## config.mk

```make
export PLATFORM = sky130hd
export DESIGN_NAME = dmem_lsu
export DESIGN_NICKNAME = d
export VERILOG_FILES = /design/src/rtl/dmem_lsu.sv
export SDC_FILE = /design/constraint.sdc
export NUM_CORES = 1
export LEC_CHECK = 0
export ABC_AREA = 1
export CAP_MARGIN = 20
export CORE_MARGIN = 2
export CORE_UTILIZATION = 48
export CTS_CLUSTER_DIAMETER = 100
export CTS_CLUSTER_SIZE = 14
export DETAILED_ROUTE_END_ITERATION = 10
export PLACE_DENSITY = 0.93
export SYNTH_ARGS = -nofsm -noshare
export SYNTH_HDL_FRONTEND = slang
export SYNTH_SLANG_ARGS = --single-unit
```

## constraint.sdc

```tcl
create_clock -name clk -period 2.75 [get_ports clk]
set_clock_uncertainty 0.15 [all_clocks]
set_input_delay 0.275 -clock clk [delete_from_list [all_inputs] [get_ports clk]]
set_output_delay 0.275 -clock clk [all_outputs]
set_load 0.1 [all_outputs]
```

## src/rtl/dmem_lsu.sv

```systemverilog
// Load/store unit for a 512x32 word memory: aligned byte/half/word
// accesses, sub-word stores via read-modify-write, one request in flight.
module dmem_lsu #(
  parameter int DEPTH = 512,
  parameter int IDX_W = 9
) (
  input  logic        clk,
  input  logic        rst,
  input  logic        req_valid,
  output logic        req_ready,
  input  logic        req_we,
  input  logic [1:0]  req_size,
  input  logic        req_unsigned,
  input  logic [31:0] req_addr,
  input  logic [31:0] req_wdata,
  output logic        resp_valid,
  input  logic        resp_ready,
  output logic [31:0] resp_rdata,
  output logic        resp_err,
  output logic        mem_read,
  output logic        mem_write,
  output logic [31:0] mem_addr,
  output logic [31:0] mem_wdata,
  input  logic [31:0] mem_rdata
);

  typedef enum logic [1:0] {IDLE, RD, WR, RESP} state_t;

  state_t state, state_nx;

  logic             r_we;
  logic [1:0]       r_size;
  logic             r_uns;
  logic [1:0]       r_lo;
  logic [IDX_W-1:0] idx;
  logic [31:0]      wbuf;

  logic        hs;
  logic        req_err;
  logic [7:0]  lane_b;
  logic [15:0] lane_h;
  logic [31:0] ext;
  logic [31:0] merged;

  assign hs = req_valid & req_ready;

  always_comb begin
    req_err = 1'b0;
    if (req_size == 2'b11)
      req_err = 1'b1;
    if (req_size == 2'b01 && req_addr[0])
      req_err = 1'b1;
    if (req_size == 2'b10 && req_addr[1:0] != 2'b00)
      req_err = 1'b1;
    if (req_addr >= 32'(DEPTH * 4))
      req_err = 1'b1;
  end

  // Lane extraction and merge both work straight off the read port.
  always_comb begin
    lane_b = mem_rdata[8*r_lo +: 8];
    lane_h = mem_rdata[16*r_lo[1] +: 16];
    ext    = mem_rdata;
    merged = mem_rdata;
    unique case (r_size)
      2'b00: begin
        ext = {{24{~r_uns & lane_b[7]}}, lane_b};
        merged[8*r_lo +: 8] = wbuf[7:0];
      end
      2'b01: begin
        ext = {{16{~r_uns & lane_h[15]}}, lane_h};
        merged[16*r_lo[1] +: 16] = wbuf[15:0];
      end
      default: begin
        ext    = mem_rdata;
        merged = mem_rdata;
      end
    endcase
  end

  always_comb begin
    state_nx   = state;
    req_ready  = 1'b0;
    resp_valid = 1'b0;
    mem_read   = 1'b0;
    mem_write  = 1'b0;
    mem_addr   = '0;
    mem_wdata  = '0;
    unique case (state)
      IDLE: begin
        req_ready = 1'b1;
        if (hs) begin
          if (req_err)
            state_nx = RESP;
          else if (req_we && req_size == 2'b10)
            state_nx = WR;
          else
            state_nx = RD;
        end
      end
      RD: begin
        mem_read = 1'b1;
        mem_addr = {{(32-IDX_W){1'b0}}, idx};
        state_nx = r_we ? WR : RESP;
      end
      WR: begin
        mem_write = 1'b1;
        mem_addr  = {{(32-IDX_W){1'b0}}, idx};
        mem_wdata = wbuf;
        state_nx  = RESP;
      end
      RESP: begin
        resp_valid = 1'b1;
        if (resp_ready)
          state_nx = IDLE;
      end
      default: state_nx = IDLE;
    endcase
  end

  always_ff @(posedge clk or posedge rst) begin
    if (rst) begin
      state      <= IDLE;
      r_we       <= 1'b0;
      r_size     <= 2'b00;
      r_uns      <= 1'b0;
      r_lo       <= 2'b00;
      idx        <= '0;
      wbuf       <= '0;
      resp_rdata <= '0;
      resp_err   <= 1'b0;
    end else begin
      state <= state_nx;
      if (state == IDLE && hs) begin
        r_we       <= req_we;
        r_size     <= req_size;
        r_uns      <= req_unsigned;
        r_lo       <= req_addr[1:0];
        idx        <= req_addr[IDX_W+1:2];
        wbuf       <= req_wdata;
        resp_rdata <= '0;
        resp_err   <= req_err;
      end
      if (state == RD) begin
        if (r_we)
          wbuf <= merged;
        else
          resp_rdata <= ext;
      end
      if (state == RESP && resp_ready) begin
        resp_rdata <= '0;
        resp_err   <= 1'b0;
      end
    end
  end

endmodule

```

==> impl_summary.txt, run 1 <==
----------------------------------------------------
[STA]
  Final setup violation count ... 0
  Count of endpoints failing hold in the final timing report ... 0
  Worst relative slew slack ... 0.5426
  Setup ws final ... 427.9 ps
  Final clock period utilization by the worst path ... 0.8444
  Final period demand of the worst path ... 2322 ps
  Max Fclk ... 430.6 MHz
  RSZ-0062 raised after global routing ... false
  Worst-margin pin slew ... 686.0 ps
  Setup Total Neg Slack ... 0 ps
  Max-slew violations ... 0

[Final layout]
  Antenna cell count ... 0
  Layout-stage area growth over the synthesis result ... 37.11%
  Filler Cells Inserted ... 1111
  Fraction of layout instances using a drive strength above 1 ... 0.1098
  Most frequent standard cell in the layout excluding fill and tap cells ... sky130_fd_sc_hd__nand2_1
  End-of-flow core utilization ... 0.6712
  Storage cell area ... 2052 um2
  Area of the multi-input gates ... 3616 um2
  Final net count ... 1310
  Top library cells by usage in the layout, fill and taps aside ... 359 x sky130_fd_sc_hd__nand2_1, 105 x sky130_fd_sc_hd__inv_1, 104 x sky130_fd_sc_hd__a21oi_1

[Critical path]
  Cell type of the slowest stage on the worst timing path ... sky130_fd_sc_hd__ha_2
  Signal arrival time at the worst endpoint ... 1900 ps
  Most common cell type on the critical path ... sky130_fd_sc_hd__inv_1
  Cell Chain, Critical Path ... inv_1, ha_2, nand2_1, inv_1, buf_12
  Endpoint kind of the worst setup timing path ... primary output
  CP required ... 2330 ps
  Setup slack on the worst flop-to-flop path ... 660 ps
  Largest stage delay on the critical path ... 580 ps
  Worst setup path category ... reg -> out
  Critical path startpoint category ... register
  Peak fanout along the critical path ... 33

[CTS]
  H-Tree Level Count ... 3
  Largest buffer count on any clock path ... 2
  Buffers inserted by post-CTS timing repair ... 0
  Cts hold-fix bufs ... 0
  Clock tree sinks ... 82
  Total clock buffers created by CTS ... 9
  Clock Pin Slew Worst Setup and Hold Paths ... 60 ps
  TritonCTS clock tree ... yes
  Clock tree root buffer cell ... sky130_fd_sc_hd__clkbuf_16
  Post-cts sizing count ... 0
  Clock latency on the worst-skew pair ... 340 ps

[GRT]
  Number of global-route vias before repair ... 7149
  M2 GR Usage ... 0.5004
  Antenna violations before repair ... 0
  Global-route wire length before repair ... 36.51 mm
  GRT Residual Overflow ... 0
  GRT Resource Usage Total ... 0.3169
  Global routing's busiest layer ... met2
  Pin count of the biggest net entering global routing ... 83
  Met1 routing resource usage after global routing ... 0.4196
  Met3 Usage GRT ... 0.07224

[Logic synthesis]
  Synth Register Bits ... 82
  Adder-cell area share of the yosys netlist ... 0.01744
  Mux cell area share after synthesis ... 0
  Number of cells produced by synthesis ... 1045
  Post-synthesis cell type count ... 36
  Number of warning messages in the yosys log ... 0
  Sequential cell area fraction in the yosys report ... 0.3178
  Avg Synthesized Cell Area ... 6.179 um2
  Cell area after synthesis ... 6457 um2
  Post-synthesis simple-gate area fraction ... 0.3245
  Post-Synth XOR/XNOR Area ... 0
  Largest family of logic cells by synthesized area ... simple AND/OR/NAND/NOR gates
  Synth Area in Compound Gates ... 0.2038

[Status]
  Result of the run ... completed

[Floorplan]
  Core region area ... 13190 um2
  Die width ... 120.0 um
  Die height ... 120.0 um
  Initial standard-cell utilization of the core ... 0.4896
  Die ar. ... 14400 um2
  Std cell rows ... 42
  I/O pin total ... 205

[Routing]
  Routed Antenna Nets ... 0
  Post-route DRC violation count ... 0
  Wirelength per Cell ... 16.55 um
  1st-iter DRT viols ... 871
  DRT Wirelength ... 22.80 mm
  First-pass iteration count of the detailed router ... 8
  Ratio of routed vias to standard cells ... 5.512
  Via Count ... 7595

[Placement]
  Post-DP HPWL ... 16.97 mm
  Final estimated routing congestion in global placement ... 1.018
  Post-placement worst setup slack ... 648.2 ps
  Port-buffer cells ... 181

[Run]
  # Max-Cap Violations ... 0

[Min path]
  Classification of the worst-slack hold path ... in -> async

----------------------------------------------------
-- per-stage QoR --
step	hold slack (ps)	area, um2	cells
detailed placement	314.9	8533	1362
finish	190.5	8853	1378
global placement	312.5	8533	1362
floorplan	234.6	6543	1067
CTS	223.8	8853	1378
global route	257.4	8853	1378
-- critical path, delay by kind of cell (launching register included) --
family	cells	cell delay, ps
adders and majority gates	1	580
buffers and inverters	3	420
DFF	1	410
and+or+nand+nor	1	130
-- cell usage after synthesis --
master | instances | share of area
sky130_fd_sc_hd__nand2_1 | 360 | 0.21
sky130_fd_sc_hd__inv_1 | 106 | 0.062
sky130_fd_sc_hd__a21oi_1 | 104 | 0.081
sky130_fd_sc_hd__o21ai_0 | 97 | 0.075
sky130_fd_sc_hd__nor2_1 | 83 | 0.048
sky130_fd_sc_hd__dfrtp_1 | 82 | 0.32
sky130_fd_sc_hd__nand3_1 | 54 | 0.042
sky130_fd_sc_hd__buf_2 | 27 | 0.021
sky130_fd_sc_hd__buf_4 | 27 | 0.031
sky130_fd_sc_hd__clkbuf_1 | 23 | 0.013
sky130_fd_sc_hd__o21bai_1 | 15 | 0.017
sky130_fd_sc_hd__ha_1 | 9 | 0.017
sky130_fd_sc_hd__a21boi_0 | 8 | 0.0093
sky130_fd_sc_hd__o211ai_1 | 8 | 0.0093
sky130_fd_sc_hd__buf_1 | 5 | 0.0029
sky130_fd_sc_hd__o21a_1 | 5 | 0.0058
sky130_fd_sc_hd__nor3_1 | 4 | 0.0031
sky130_fd_sc_hd__nand4_1 | 3 | 0.0029
sky130_fd_sc_hd__nor2_4 | 3 | 0.0052
sky130_fd_sc_hd__a31oi_1 | 2 | 0.0019
sky130_fd_sc_hd__buf_6 | 2 | 0.0035
sky130_fd_sc_hd__nand2_2 | 2 | 0.0019
sky130_fd_sc_hd__nand2_4 | 2 | 0.0035
sky130_fd_sc_hd__nor2_2 | 2 | 0.0019
sky130_fd_sc_hd__a211oi_1 | 1 | 0.0012
sky130_fd_sc_hd__a21oi_2 | 1 | 0.0014
sky130_fd_sc_hd__and2_1 | 1 | 0.00097
sky130_fd_sc_hd__clkinv_1 | 1 | 0.00058
sky130_fd_sc_hd__conb_1 | 1 | 0.00058
sky130_fd_sc_hd__inv_2 | 1 | 0.00058
sky130_fd_sc_hd__inv_4 | 1 | 0.00097
sky130_fd_sc_hd__nand3_2 | 1 | 0.0016
sky130_fd_sc_hd__nor2_8 | 1 | 0.0031
sky130_fd_sc_hd__o21ai_1 | 1 | 0.00077
sky130_fd_sc_hd__o22ai_1 | 1 | 0.00097
sky130_fd_sc_hd__or2_2 | 1 | 0.00097
-- per-layer routing --
| metal | wire length (um) | vias to the layer above |
|---|---|---|
| met5 | 0 | - |
| met2 | 10430 | 484 |
| met3 | 2484 | 107 |
| met1 | 8824 | 3433 |
| li1 | - | 3571 |
| met4 | 1066 | 0 |
-- final timing paths --
kind	cells past startpoint	end	start
setup / recovery	5	mem_wdata[23]	state[0]$_DFFE_PP0P_
hold / removal	3	wbuf[25]$_DFF_PP0_	rst
setup reg to reg	5	wbuf[28]$_DFF_PP0_	r_we$_DFFE_PP0P_
hold reg to reg	2	idx[6]$_DFFE_PP0P_	idx[6]$_DFFE_PP0P_
max in group asynchronous	3	resp_rdata[6]$_DFF_PP0_	rst
min in group clk	3	idx[8]$_DFFE_PP0P_	req_addr[10]
-- cells by family (layout without fill, tap and decap cells) --
group                    Yosys count  after routing
AO/OA/AOI/OAI                    243            243
adder cells (fa/ha/maj)            9              9
buffers and inverters            193            328
flip-flops                        82             82
other                              1             23
AND/OR/NAND/NOR                  517            517
-- flip-flops by register name (all words and copies together) (netlist names), 2 cells and up --
| register | cells |
|---|---|
| resp_rdata | 32 |
| r_lo | 2 |
| idx | 9 |
| r_size | 2 |
| wbuf | 32 |
| state | 2 |
-- final cells by class --
cell class | count | share of cell area
clock buffers | 12 | 0.02784
clock inverters | 4 | 0.008338
inverters | 109 | 0.04664
multi-input cells | 792 | 0.4084
flip-flops and latches | 82 | 0.2318
well taps | 176 | 0.02487
repair buffers | 203 | 0.2521
Power of run 1 is left out: the tool's default activity adds up to more than one toggle a clock period on the data nets, which glitch-free logic cannot reach.
==> run 2, diff against run 1 <==
Clock period 2.75 ns to 2.2 ns, I/O delays scaled along.
==> impl_summary.txt, run 2 (synthesis gave the netlist of run 1 again) <==
----------------------------------------------------
[Status]
  Result of the run ... completed

[STA]
  RSZ-0062 raised after global routing ... false
  Final clock period utilization by the worst path ... 0.9502
  Final setup violation count ... 0
  Setup ws final ... 109.5 ps
  Max Fclk ... 478.3 MHz
  Count of endpoints failing hold in the final timing report ... 0
  Max-slew violations ... 0
  Final period demand of the worst path ... 2091 ps

[CTS]
  Clock latency on the worst-skew pair ... 350 ps
  Largest buffer count on any clock path ... 2
  Clock Pin Slew Worst Setup and Hold Paths ... 70 ps
  Cts hold-fix bufs ... 0
  H-Tree Level Count ... 3
  Total clock buffers created by CTS ... 9
  Clock tree sinks ... 82
  Clock tree root buffer cell ... sky130_fd_sc_hd__clkbuf_16
  TritonCTS clock tree ... yes

[Critical path]
  Crit Reg-Reg Startpoint ... r_size[1]$_DFFE_PP0P_
  Peak fanout along the critical path ... 34
  Family with the most delay on the worst path ... buffers and inverters
  Critical path startpoint category ... register
  Endpoint kind of the worst setup timing path ... primary output
  Most common cell type on the critical path ... sky130_fd_sc_hd__buf_12
  CP required ... 1830 ps
  Setup slack on the worst flop-to-flop path ... 220 ps
  Signal arrival time at the worst endpoint ... 1720 ps
  Cell type of the slowest stage on the worst timing path ... sky130_fd_sc_hd__dfrtp_1
  Number of cells traversed by the worst register-to-register path ... 7
  Capture point of the worst reg-to-reg path ... resp_rdata[10]$_DFF_PP0_
  Largest stage delay on the critical path ... 430 ps
  Number of buffers and inverters on the critical path ... 4
  Cell Chain, Critical Path ... inv_1, ha_2, buf_12, nand2_1, clkinvlp_4, buf_12
  Worst setup path category ... reg -> out

[Final layout]
  Top Registers ... resp_rdata x32, wbuf x32, idx x9
  Filler Cells Inserted ... 1075
  Final net count ... 1325
  Fraction of layout instances using a drive strength above 1 ... 0.1512
  Count of placed standard cells in the final layout, fillers left out ... 1393
  Antenna cell count ... 0
  Most frequent standard cell in the layout excluding fill and tap cells ... sky130_fd_sc_hd__nand2_1
  Layout-stage area growth over the synthesis result ... 43.83%
  Top library cells by usage in the layout, fill and taps aside ... 359 x sky130_fd_sc_hd__nand2_1, 104 x sky130_fd_sc_hd__a21oi_1, 103 x sky130_fd_sc_hd__clkdlybuf4s50_1

[Floorplan]
  Core region area ... 13190 um2
  Die height ... 120.0 um
  Initial standard-cell utilization of the core ... 0.4896
  Die width ... 120.0 um
  I/O pin total ... 205
  Std cell rows ... 42
  Die ar. ... 14400 um2

[Run]
  # Max-Cap Violations ... 0

[Placement]
  Port-buffer cells ... 181
  Placed Instances ... 1373
  Final estimated routing congestion in global placement ... 1.065
  Post-placement worst setup slack ... 175.9 ps
  Post-DP HPWL ... 17.79 mm

[GRT]
  Pin count of the biggest net entering global routing ... 83
  Antenna violations before repair ... 0
  Number of global-route vias before repair ... 7370
  GRT Residual Overflow ... 0
  Global-route wire length before repair ... 38.28 mm
  GRT Resource Usage Total ... 0.3368

[Routing]
  First-pass iteration count of the detailed router ... 7
  Routed Antenna Nets ... 0
  DRT Wirelength ... 24.05 mm
  Post-route DRC violation count ... 0
  Wirelength per Cell ... 17.26 um
  Via Count ... 7663
  Ratio of routed vias to standard cells ... 5.501
  1st-iter DRT viols ... 895

[Min path]
  Classification of the worst-slack hold path ... in -> async

----------------------------------------------------
## run 2: cell types whose count changed in the layout (fill, tap and decap cells not counted)
cell,previous run,this run
sky130_fd_sc_hd__clkbuf_8,1,0
sky130_fd_sc_hd__ha_2,1,4
sky130_fd_sc_hd__clkbuf_1,2,0
sky130_fd_sc_hd__inv_6,1,3
sky130_fd_sc_hd__ha_1,8,5
sky130_fd_sc_hd__buf_12,36,49
sky130_fd_sc_hd__inv_1,105,73
sky130_fd_sc_hd__buf_4,64,66
sky130_fd_sc_hd__bufinv_16,2,3
sky130_fd_sc_hd__clkinv_2,2,0
sky130_fd_sc_hd__clkinvlp_4,0,34
## run 2: worst reg2reg max path, stage by stage, from the launching register on
cell and delay, ps:
sky130_fd_sc_hd__dfrtp_1 500, sky130_fd_sc_hd__inv_2 220, sky130_fd_sc_hd__nand2_4 200, sky130_fd_sc_hd__nor2_4 180, sky130_fd_sc_hd__nand2_1 100, sky130_fd_sc_hd__nand2_1 100
sky130_fd_sc_hd__nand2_1 150, sky130_fd_sc_hd__a21boi_0 280
## run 2: cell type report
cell class	count	area [um2]	area share
multi-input cells	792	3623	0.3901
well taps	176	220.2	0.02371
clock inverters	7	123.9	0.01334
flip-flops and latches	82	2052	0.2209
repair buffers	218	2507	0.2700
clock buffers	9	225.2	0.02425
inverters	109	535.5	0.05766
## run 2: how the worst max path moves through the flow
stage | startpoint | end | depth (start not counted)
after detailed placement | state[1]$_DFFE_PP0P_ | resp_rdata[10]$_DFF_PP0_ | 8
after CTS | state[0]$_DFFE_PP0P_ | mem_wdata[7] | 6
after global placement | r_lo[1]$_DFFE_PP0P_ | wbuf[25]$_DFF_PP0_ | 10
after global routing | state[0]$_DFFE_PP0P_ | mem_wdata[11] | 6
final | state[0]$_DFFE_PP0P_ | mem_wdata[7] | 6
after floorplan | state[0]$_DFFE_PP0P_ | mem_wdata[10] | 6
## run 2: what timing repair did
action                     CTS  global route
setup endpoints to repair    0             1
resized for setup            0             0
buffers inserted             0             4
## run 2: layer usage
metal / routed length, um / GRT usage / vias to the layer above / part of all wire
li1: - / - / 3600 / -
met3: 2424 / 0.06892 / 90 / 0.10
met4: 1197 / 0.1662 / 0 / 0.050
met1: 9219 / 0.4277 / 3477 / 0.38
met2: 11210 / 0.5451 / 496 / 0.47
met5: 0 / 0 / - / 0
## run 2: through the flow
stage / area (um2) / setup TNS [ps] / hold WS, ps / util
after global routing: 9288 / 0 / 257.7 / 0.7041
final: 9288 / 0 / 216.0 / 0.7041
after global placement: 8896 / 0 / 312.2 / 0.6744
after detailed placement: 8896 / 0 / 314.9 / 0.6744
after floorplan: 6674 / -4972 / 179.6 / -
after CTS: 9245 / 0 / 239.9 / 0.7009
Power of run 2 is left out for the same reason.
